===== config.mk =====
export PLATFORM = sky130hd
export DESIGN_NAME = decode_queue
export DESIGN_NICKNAME = d
export VERILOG_FILES = /design/src/rtl/Common.sv /design/src/rtl/insn_decoder.sv /design/src/rtl/decode_queue.sv
export SDC_FILE = /design/constraint.sdc
export NUM_CORES = 1
export LEC_CHECK = 0
export CORE_ASPECT_RATIO = 0.7
export CORE_MARGIN = 2
export CORE_UTILIZATION = 44
export CTS_CLUSTER_DIAMETER = 40
export DETAILED_ROUTE_END_ITERATION = 16
export PLACE_DENSITY = 0.77
export SYNTH_ARGS = -nofsm -noshare
export SYNTH_HDL_FRONTEND = slang
export SYNTH_SLANG_ARGS = --single-unit

===== constraint.sdc =====
create_clock -name clk -period 3.1 [get_ports clk]
set_input_delay 0.62 -clock clk [delete_from_list [all_inputs] [get_ports clk]]
set_output_delay 0.62 -clock clk [all_outputs]
set_load 0.02 [all_outputs]

===== src/rtl/Common.sv =====
// Common: shared types for the decode queue and its instruction decoder.
//   Signals  - decoded control bundle carried through the queue
//   Op       - ALU operation (base RV32I plus M-extension members)
//   Cond     - branch/jump condition evaluated by execute
//   Sel      - ALU operand source select
//   MemType  - load/store access size and signedness
//   Opcode   - RV32 major opcodes recognised by the decoder
// Helpers: nop_signals() builds the idle bundle, alu_op()/mul_op() map funct3.
package Common;

  typedef enum logic [4:0] {
    Add, Sub, USub, Sll, Slt, Sltu, Xor, Srl, Sra, Or, And,
    Mul, Mulh, Mulhsu, Mulhu, Div, Divu, Rem, Remu
  } Op;

  typedef enum logic [2:0] {
    Never, Always, Zero, NotZero, Carry, NotCarry
  } Cond;

  typedef enum logic [1:0] {
    Register, Immediate, ProgramCounter
  } Sel;

  typedef enum logic [2:0] {
    LoadByte, LoadHalf, LoadWord, LoadByteU, LoadHalfU, StoreByte, StoreHalf, StoreWord
  } MemType;

  typedef enum logic [6:0] {
    Load   = 7'h03,
    RegImm = 7'h13,
    Auipc  = 7'h17,
    Store  = 7'h23,
    RegReg = 7'h33,
    Lui    = 7'h37,
    Branch = 7'h63,
    Jalr   = 7'h67,
    Jal    = 7'h6F
  } Opcode;

  typedef struct packed {
    logic        valid;
    logic [31:0] pc;
    Op           op;
    logic        wreg;   // write result to rd
    Sel          asel;
    Sel          bsel;
    logic        pcsel;  // 1: jump target from register (jalr)
    Cond         cond;
    logic        memr;
    logic        memw;
    MemType      memt;
  } Signals;

  function automatic Signals nop_signals(input logic [31:0] pc);
    Signals s;
    s.valid = 1'b0;
    s.pc    = pc;
    s.op    = Add;
    s.wreg  = 1'b0;
    s.asel  = Register;
    s.bsel  = Register;
    s.pcsel = 1'b0;
    s.cond  = Never;
    s.memr  = 1'b0;
    s.memw  = 1'b0;
    s.memt  = LoadByte;
    return s;
  endfunction

  // Base ALU op for funct3 with funct7 = 0.
  function automatic Op alu_op(input logic [2:0] f3);
    unique case (f3)
      3'd0: return Add;
      3'd1: return Sll;
      3'd2: return Slt;
      3'd3: return Sltu;
      3'd4: return Xor;
      3'd5: return Srl;
      3'd6: return Or;
      default: return And;
    endcase
  endfunction

  function automatic Op mul_op(input logic [2:0] f3);
    unique case (f3)
      3'd0: return Mul;
      3'd1: return Mulh;
      3'd2: return Mulhsu;
      3'd3: return Mulhu;
      3'd4: return Div;
      3'd5: return Divu;
      3'd6: return Rem;
      default: return Remu;
    endcase
  endfunction

endpackage


===== src/rtl/insn_decoder.sv =====
// insn_decoder: purely combinational RV32 decode of one instruction word.
// Ports:
//   i_insn    - raw instruction word
//   i_pc      - address of i_insn, copied into the bundle
//   o_signals - decoded control bundle (valid always 1)
//   o_illegal - instruction not recognised
// Build option: DECODE_QUEUE_MEXT_EN enables the M-extension (funct7 0x01 on RegReg);
// without it those encodings are illegal.
module insn_decoder
  import Common::*;
(
  input  logic [31:0] i_insn,
  input  logic [31:0] i_pc,
  output Signals      o_signals,
  output logic        o_illegal
);

  logic [6:0] w_opc;
  logic [2:0] w_f3;
  logic [6:0] w_f7;
  logic       w_unused_bits;
  Signals     w_sig;
  logic       w_ill;

  assign w_opc = i_insn[6:0];
  assign w_f3  = i_insn[14:12];
  assign w_f7  = i_insn[31:25];
  // Register/immediate fields are not part of this bundle.
  assign w_unused_bits = ^{i_insn[24:15], i_insn[11:7]};

  always_comb begin
    w_sig       = nop_signals(i_pc);
    w_sig.valid = 1'b1;
    w_ill       = 1'b0;

    case (w_opc)
      RegImm: begin
        w_sig.wreg = 1'b1;
        w_sig.bsel = Immediate;
        w_sig.op   = alu_op(w_f3);
        if (w_f3 == 3'd1) begin
          w_ill = (w_f7 != 7'h00);
        end else if (w_f3 == 3'd5) begin
          if (w_f7 == 7'h20) begin
            w_sig.op = Sra;
          end else if (w_f7 != 7'h00) begin
            w_ill = 1'b1;
          end
        end
      end
      RegReg: begin
        w_sig.wreg = 1'b1;
        case (w_f7)
          7'h00: w_sig.op = alu_op(w_f3);
          7'h20: begin
            if (w_f3 == 3'd0) begin
              w_sig.op = Sub;
            end else if (w_f3 == 3'd5) begin
              w_sig.op = Sra;
            end else begin
              w_ill = 1'b1;
            end
          end
`ifdef DECODE_QUEUE_MEXT_EN
          7'h01: w_sig.op = mul_op(w_f3);
`else
          7'h01: w_ill = 1'b1;
`endif
          default: w_ill = 1'b1;
        endcase
      end
      Load: begin
        w_sig.wreg = 1'b1;
        w_sig.bsel = Immediate;
        w_sig.memr = 1'b1;
        case (w_f3)
          3'd0: w_sig.memt = LoadByte;
          3'd1: w_sig.memt = LoadHalf;
          3'd2: w_sig.memt = LoadWord;
          3'd4: w_sig.memt = LoadByteU;
          3'd5: w_sig.memt = LoadHalfU;
          default: w_ill = 1'b1;
        endcase
      end
      Store: begin
        w_sig.bsel = Immediate;
        w_sig.memw = 1'b1;
        case (w_f3)
          3'd0: w_sig.memt = StoreByte;
          3'd1: w_sig.memt = StoreHalf;
          3'd2: w_sig.memt = StoreWord;
          default: w_ill = 1'b1;
        endcase
      end
      Branch: begin
        // Signed compares use Sub, unsigned use USub; lt/ge read the borrow as carry.
        unique case (w_f3)
          3'd0: begin w_sig.op = Sub;  w_sig.cond = Zero;     end
          3'd1: begin w_sig.op = Sub;  w_sig.cond = NotZero;  end
          3'd4: begin w_sig.op = Sub;  w_sig.cond = Carry;    end
          3'd5: begin w_sig.op = Sub;  w_sig.cond = NotCarry; end
          3'd6: begin w_sig.op = USub; w_sig.cond = Carry;    end
          3'd7: begin w_sig.op = USub; w_sig.cond = NotCarry; end
          default: w_ill = 1'b1;
        endcase
      end
      Jal, Jalr: begin
        w_sig.wreg  = 1'b1;
        w_sig.asel  = ProgramCounter;
        w_sig.bsel  = Immediate;
        w_sig.cond  = Always;
        w_sig.pcsel = (w_opc == Jalr);
        w_ill       = (w_opc == Jalr) && (w_f3 != 3'd0);
      end
      Lui: begin
        w_sig.wreg = 1'b1;
        w_sig.bsel = Immediate;
      end
      Auipc: begin
        w_sig.wreg = 1'b1;
        w_sig.asel = ProgramCounter;
        w_sig.bsel = Immediate;
      end
      default: w_ill = 1'b1;
    endcase

    // Illegal entries carry a harmless bundle: no write, no memory access, no jump.
    if (w_ill) begin
      w_sig       = nop_signals(i_pc);
      w_sig.valid = 1'b1;
    end
  end

  assign o_signals = w_sig;
  assign o_illegal = w_ill;

endmodule


===== src/rtl/decode_queue.sv =====
// decode_queue: decodes fetched instructions on entry and buffers the decoded bundles
// in a DEPTH-slot circular queue between fetch and execute.
// Ports:
//   clk, rst            - clock, synchronous active-high reset
//   flush               - drop every queued entry (branch redirect)
//   in_valid/in_ready   - fetch handshake; in_insn/in_pc carry the instruction
//   out_valid/out_ready - execute handshake on the head entry
//   out_signals         - decoded head bundle (NOP bundle at RESET_PC when empty)
//   out_illegal         - head entry failed to decode
// Build option: DECODE_QUEUE_MEXT_EN (passed to insn_decoder) enables the M-extension.
module decode_queue
  import Common::*;
#(
  parameter int unsigned DEPTH    = 2,
  parameter logic [31:0] RESET_PC = 32'h0
) (
  input  logic        clk,
  input  logic        rst,
  input  logic        flush,
  input  logic        in_valid,
  output logic        in_ready,
  input  logic [31:0] in_insn,
  input  logic [31:0] in_pc,
  output logic        out_valid,
  input  logic        out_ready,
  output Signals      out_signals,
  output logic        out_illegal
);

  localparam int unsigned PtrW = (DEPTH > 1) ? $clog2(DEPTH) : 1;
  localparam int unsigned CntW = $clog2(DEPTH + 1);

  logic [CntW-1:0] r_count;
  logic [PtrW-1:0] r_wr;
  logic [PtrW-1:0] r_rd;
  Signals          r_sig [DEPTH];
  logic            r_ill [DEPTH];

  Signals          w_dec;
  logic            w_dec_ill;
  logic            w_push;
  logic            w_pop;
  logic [PtrW-1:0] w_wr_nxt;
  logic [PtrW-1:0] w_rd_nxt;

  insn_decoder u_dec (
    .i_insn    (in_insn),
    .i_pc      (in_pc),
    .o_signals (w_dec),
    .o_illegal (w_dec_ill)
  );

  // Only registered state feeds the handshake outputs, so no in-to-out path exists.
  assign in_ready  = (r_count < CntW'(DEPTH));
  assign out_valid = (r_count != '0);
  assign w_push    = in_valid && in_ready && !flush;
  assign w_pop     = out_valid && out_ready && !flush;

  // Explicit wrap so DEPTH need not be a power of two.
  assign w_wr_nxt = (r_wr == PtrW'(DEPTH - 1)) ? '0 : r_wr + PtrW'(1);
  assign w_rd_nxt = (r_rd == PtrW'(DEPTH - 1)) ? '0 : r_rd + PtrW'(1);

  always_ff @(posedge clk) begin
    if (rst || flush) begin
      r_count <= '0;
      r_wr    <= '0;
      r_rd    <= '0;
    end else begin
      if (w_push) r_wr <= w_wr_nxt;
      if (w_pop)  r_rd <= w_rd_nxt;
      case ({w_push, w_pop})
        2'b10:   r_count <= r_count + CntW'(1);
        2'b01:   r_count <= r_count - CntW'(1);
        default: r_count <= r_count;
      endcase
    end
  end

  // Storage needs no reset; occupancy is tracked by r_count alone.
  always_ff @(posedge clk) begin
    if (w_push) begin
      r_sig[r_wr] <= w_dec;
      r_ill[r_wr] <= w_dec_ill;
    end
  end

  always_comb begin
    out_signals = nop_signals(RESET_PC);
    out_illegal = 1'b0;
    if (out_valid) begin
      out_signals = r_sig[r_rd];
      out_illegal = r_ill[r_rd];
    end
  end

endmodule


======== After elaboration in Yosys (flattened, before gate mapping) ========
Memories as Yosys holds them, arrays and structs flattened. A register that Yosys moved wholly into a read port is not among the register bits.
Index checks and enable logic that the tools add are counted.
Widths: inputs -> output; s select.
word-level totals
  bits in registers ....................... 4
  bits in writable memories ............... 104
  output and inout bits ................... 55
  memories kept ........................... 2
cells by class
  add/sub/neg operators ................... 4
  $lt $le $gt $ge ......................... 1
  eq/ne operators ......................... 19
  mux-type cells .......................... 43
  reduce and logical (&&, ||, !) cells .... 25
memories
  memory  depth  width  read ports  clocked after memory_dff  write ports  RTL line            RTL
  r_sig   2      51     1           1                         1            decode_queue.sv:36  Signals r_sig [DEPTH];
  r_ill   2      1      1           1                         1            decode_queue.sv:37  logic r_ill [DEPTH];
operators by type and width
  operator            number
  $mux 52             1
  $eq 7x6->1 const B  4
  $pmux 4 s7          1
  $pmux 3 s4          2
  $mux 1              23
  $eq 7x7->1 const B  3
  $mux 19             1
  $mux 5              3
  $pmux 5 s3          1
  $eq 7x5->1 const B  2
  $reduce_or 7->1     2
  $eq 3x3->1 const B  4
  $pmux 3 s2          2
  $pmux 5 s2          1
  $reduce_or 2->1     5
  $pmux 3 s3          1
  $mux 4              2
  $pmux 2 s2          2
  $eq 7x2->1 const B  1
  $logic_not 7->1     1
  $pmux 1 s7          1
  $reduce_bool 7->1   1
  $eq 3x2->1 const B  2
  $reduce_or 3->1     2
  18 further kinds    24

======== Longest topological paths before layout ========
  word-level depth ........................ 7
  depth in mapped cells ................... 9
  mapped depth without buffers ............ 9

======== Cells and area by module ========
Synthesis repeated with hierarchy kept, for this count alone.
second synthesis, totals
  cells, all modules ...................... 386
  area, all modules ....................... 5118.7 um2
by module, submodules not included
  module        times used  cells each  area each (um2)  sequential area each (um2)
  decode_queue  1           250         4196.5           3283.1
  insn_decoder  1           136         922.1            0.0

======== Worst setup path after synthesis ========
No wires, ideal clock.
  path kind ............................... input-to-reg
  start ................................... in flush
  end ..................................... mem r_ill[0] (enable)
  arrival ................................. 2.879 ns
  path slack .............................. -0.235 ns
  stages on the path ...................... 3
  path through ............................ nor2_1 -> nand2_1 -> nor2_1
on the way
  word-level cells in the longest chain between the ends .. 4
RTL lines
  item                          RTL line            RTL
  start, declared               decode_queue.sv:19  input logic flush,
  $logic_not 1->1               decode_queue.sv:56  assign w_push = in_valid && in_ready && !flush;
  $logic_and 1x1->1             decode_queue.sv:56
  $mux 1                        decode_queue.sv:81  if (w_push) begin
  $mux 1 (not written as such)  decode_queue.sv:83  r_ill[r_wr] <= w_dec_ill;
  end, declared                 decode_queue.sv:37
Every way passes these cells.

==> results.json <==
{
  "status": "complete, no violations",
  "drtAntennaViolNets": 0,
  "clock_latency_ns": 0.34,
  "ctsHoldBuffers": 0,
  "start_util_pct": 44.9,
  "finClkSkew_ns": 0.00594,
  "cp_max_fo": 29,
  "fp-row-count": 31,
  "netlist_area_sq_um": 4640,
  "hold_viol": 0,
  "fmax_mhz": 369,
  "power_mw": 2.92,
  "io_pins": 124,
  "end_kind": "output pin",
  "yosys_register_bits": 103,
  "antenna_cells": 0,
  "wl_um": 9420,
  "leakagePower_nw": 1.99,
  "routed_via_density": 5.20,
  "grt_pass1_vias": 3094,
  "syn_inst": 350,
  "grt_max_degree": 31,
  "drcViolationCount": 0,
  "final_nets": 540,
  "start_kind": "register",
  "ctsHtreeMaxLevel": 3,
  "synth_ff_type": "edfxtp_1",
  "slew_headroom_pct": 64.5,
  "rsz0062_at_grt": "no",
  "yosysSeqAreaShare_pct": 65.6,
  "die_x_um": 127,
  "wl_per_cell_um": 15.7,
  "cp.required_ns": 2.48,
  "die_h_um": 89.9,
  "layout.cells.most_common_list": "clkdlybuf4s50_1, edfxtp_1, nor2_1",
  "instances_no_fill": 601,
  "dpl.cell_count": 585,
  "setup_tns_ns": 0,
  "powerDensity_nw_per_um2": 467,
  "async_flop_share_pct": 0,
  "area_growth_pct": 34.7,
  "worst_pin_slew_ns": 0.531,
  "dp_hpwl_um": 6590,
  "via_count": 3123,
  "port_buffers": 105,
  "drive_above_1_share_pct": 10.0,
  "dr.pass1.iters": 4,
  "die_area_sq_um": 11400,
  "cts_max_path_buffers": 2,
  "cts-resized-gates": 0,
  "utilization_pct": 60.5,
  "worstSetupPathType": "reg2out",
  "cts_made_buffers": 9,
  "coreArea_sq_um": 10300,
  "final_common_cell": "clkdlybuf4s50_1",
  "synth_warnings": 0,
  "fin_crit_sh_pct": 87.4,
  "min_period_ns": 2.71,
  "final-setup-viol-count": 0,
  "cts.sinks": 103,
  "irDropWorstVdd_mv": 0.365,
  "cts_tree": "done",
  "synth_edf_count": 98,
  "cp.arrival_ns": 2.09,
  "clk_pin_slew_worst_paths_ns": 0.07,
  "holdCritPathClass": "reg2reg",
  "postSynthAreaPerCell_sq_um": 13.2,
  "antenna_found_initial": 0,
  "post-cts-setup-buffers": 0,
  "synth_cell_types": 46,
  "overflow": 0,
  "first_iter_violations": 188,
  "grtUsageTotal_pct": 16.7,
  "grt_first_pass_wirelength_um": 15000,
  "cts_root_buffer": "clkbuf_16",
  "routabilityCongestion": 0.921,
  "maxCapViolations": 0,
  "final_max_slew_viol_count": 0
}
## registers in the layout, indices dropped and copies added, names as in the netlist, named ones only
name     cells
r_sig       96
r_count      2
r_ill        2
r_rd         1
r_wr         1
## where the power goes
group	internal (mW)	switching (mW)	total [mW]
sequential	1.55	0.00979	1.56
clock	0.561	0.504	1.07
combinational	0.141	0.148	0.289
## path summary, 6_finish.rpt
path | start | endpoint | slack [ns] | cells after the start
min reg2reg | r_rd | r_rd | 0.58 | 2
max reg2reg | r_count[1] | r_count[1] | 1.01 | 9
min | r_rd | r_rd | 0.58 | 2
max | register | out_signals[15] | 0.39 | 4
## cell usage after synthesis (2+ instances only)
| library cell | instances | area [sq um] |
|---|---|---|
| nand4_1 | 2 | 12.5 |
| edfxtp_1 | 98 | 2940 |
| o22ai_1 | 2 | 12.5 |
| inv_1 | 7 | 26.3 |
| or3_1 | 2 | 12.5 |
| nand2b_1 | 2 | 12.5 |
| xnor2_1 | 3 | 26.3 |
| nor3_1 | 8 | 40.0 |
| a22oi_1 | 2 | 15.0 |
| xor2_1 | 4 | 35.0 |
| ha_1 | 7 | 87.6 |
| clkbuf_1 | 11 | 41.3 |
| a211oi_1 | 3 | 22.5 |
| a31oi_1 | 5 | 31.3 |
| dfxtp_1 | 5 | 100 |
| buf_1 | 2 | 7.51 |
| nor4_1 | 2 | 12.5 |
| nor2b_1 | 4 | 25.0 |
| nand3_1 | 7 | 35.0 |
| buf_4 | 6 | 45.0 |
| mux2i_1 | 50 | 500 |
| nand2_1 | 13 | 48.8 |
| nor2_1 | 71 | 267 |
| o21ai_0 | 6 | 30.0 |
| a21oi_1 | 4 | 20.0 |
| buf_2 | 3 | 15.0 |
| a41oi_1 | 2 | 17.5 |
## final cells by class
cell class,count,area [sq um]
Sequential cell,103,3040
Fill cell,830,4070
Timing Repair Buffer,124,1240
Multi-Input combinational cell,219,1480
Clock inverter,7,62.6
Clock buffer,9,225
Tap cell,132,165
Inverter,7,26.3
## metal layers
metal	GRT usage (%)	up-vias	wire length [um]
met5	0	-	0
met4	3.66	0	102
met3	4.76	11	591
met2	28.4	111	4610
met1	21.5	1491	4120
li1	-	1510	-
## per-stage QoR
step	setup WS, ns	hold WS (ns)	instance area (sq um)
floorplan	-0.235	0.520	4640
global placement	0.280	0.540	5960
detailed placement	0.227	0.558	5960
CTS	0.368	0.588	6240
global route	0.283	0.622	6240
finish	0.390	0.576	6240
## kinds of logic after synthesis
logic type	Yosys count	synth area share [%]
AO/OA/AOI/OAI	30	4.34
XOR/XNOR	7	1.32
adder cells (fa/ha/maj)	7	1.89
buffers and inverters	30	3.16
flip-flops	103	65.6
multiplexers	50	10.8
other	1	0.0809
AND/OR/NAND/NOR	122	12.8
## critical path, stage by stage, from the launching register on
cell and delay [ns]:
dfxtp_2 0.58, buf_12 0.28, mux2i_1 0.11, nor2_1 0.14, clkdlybuf4s50_1 0.62
Note: power is estimated with default switching activity, not from simulation.
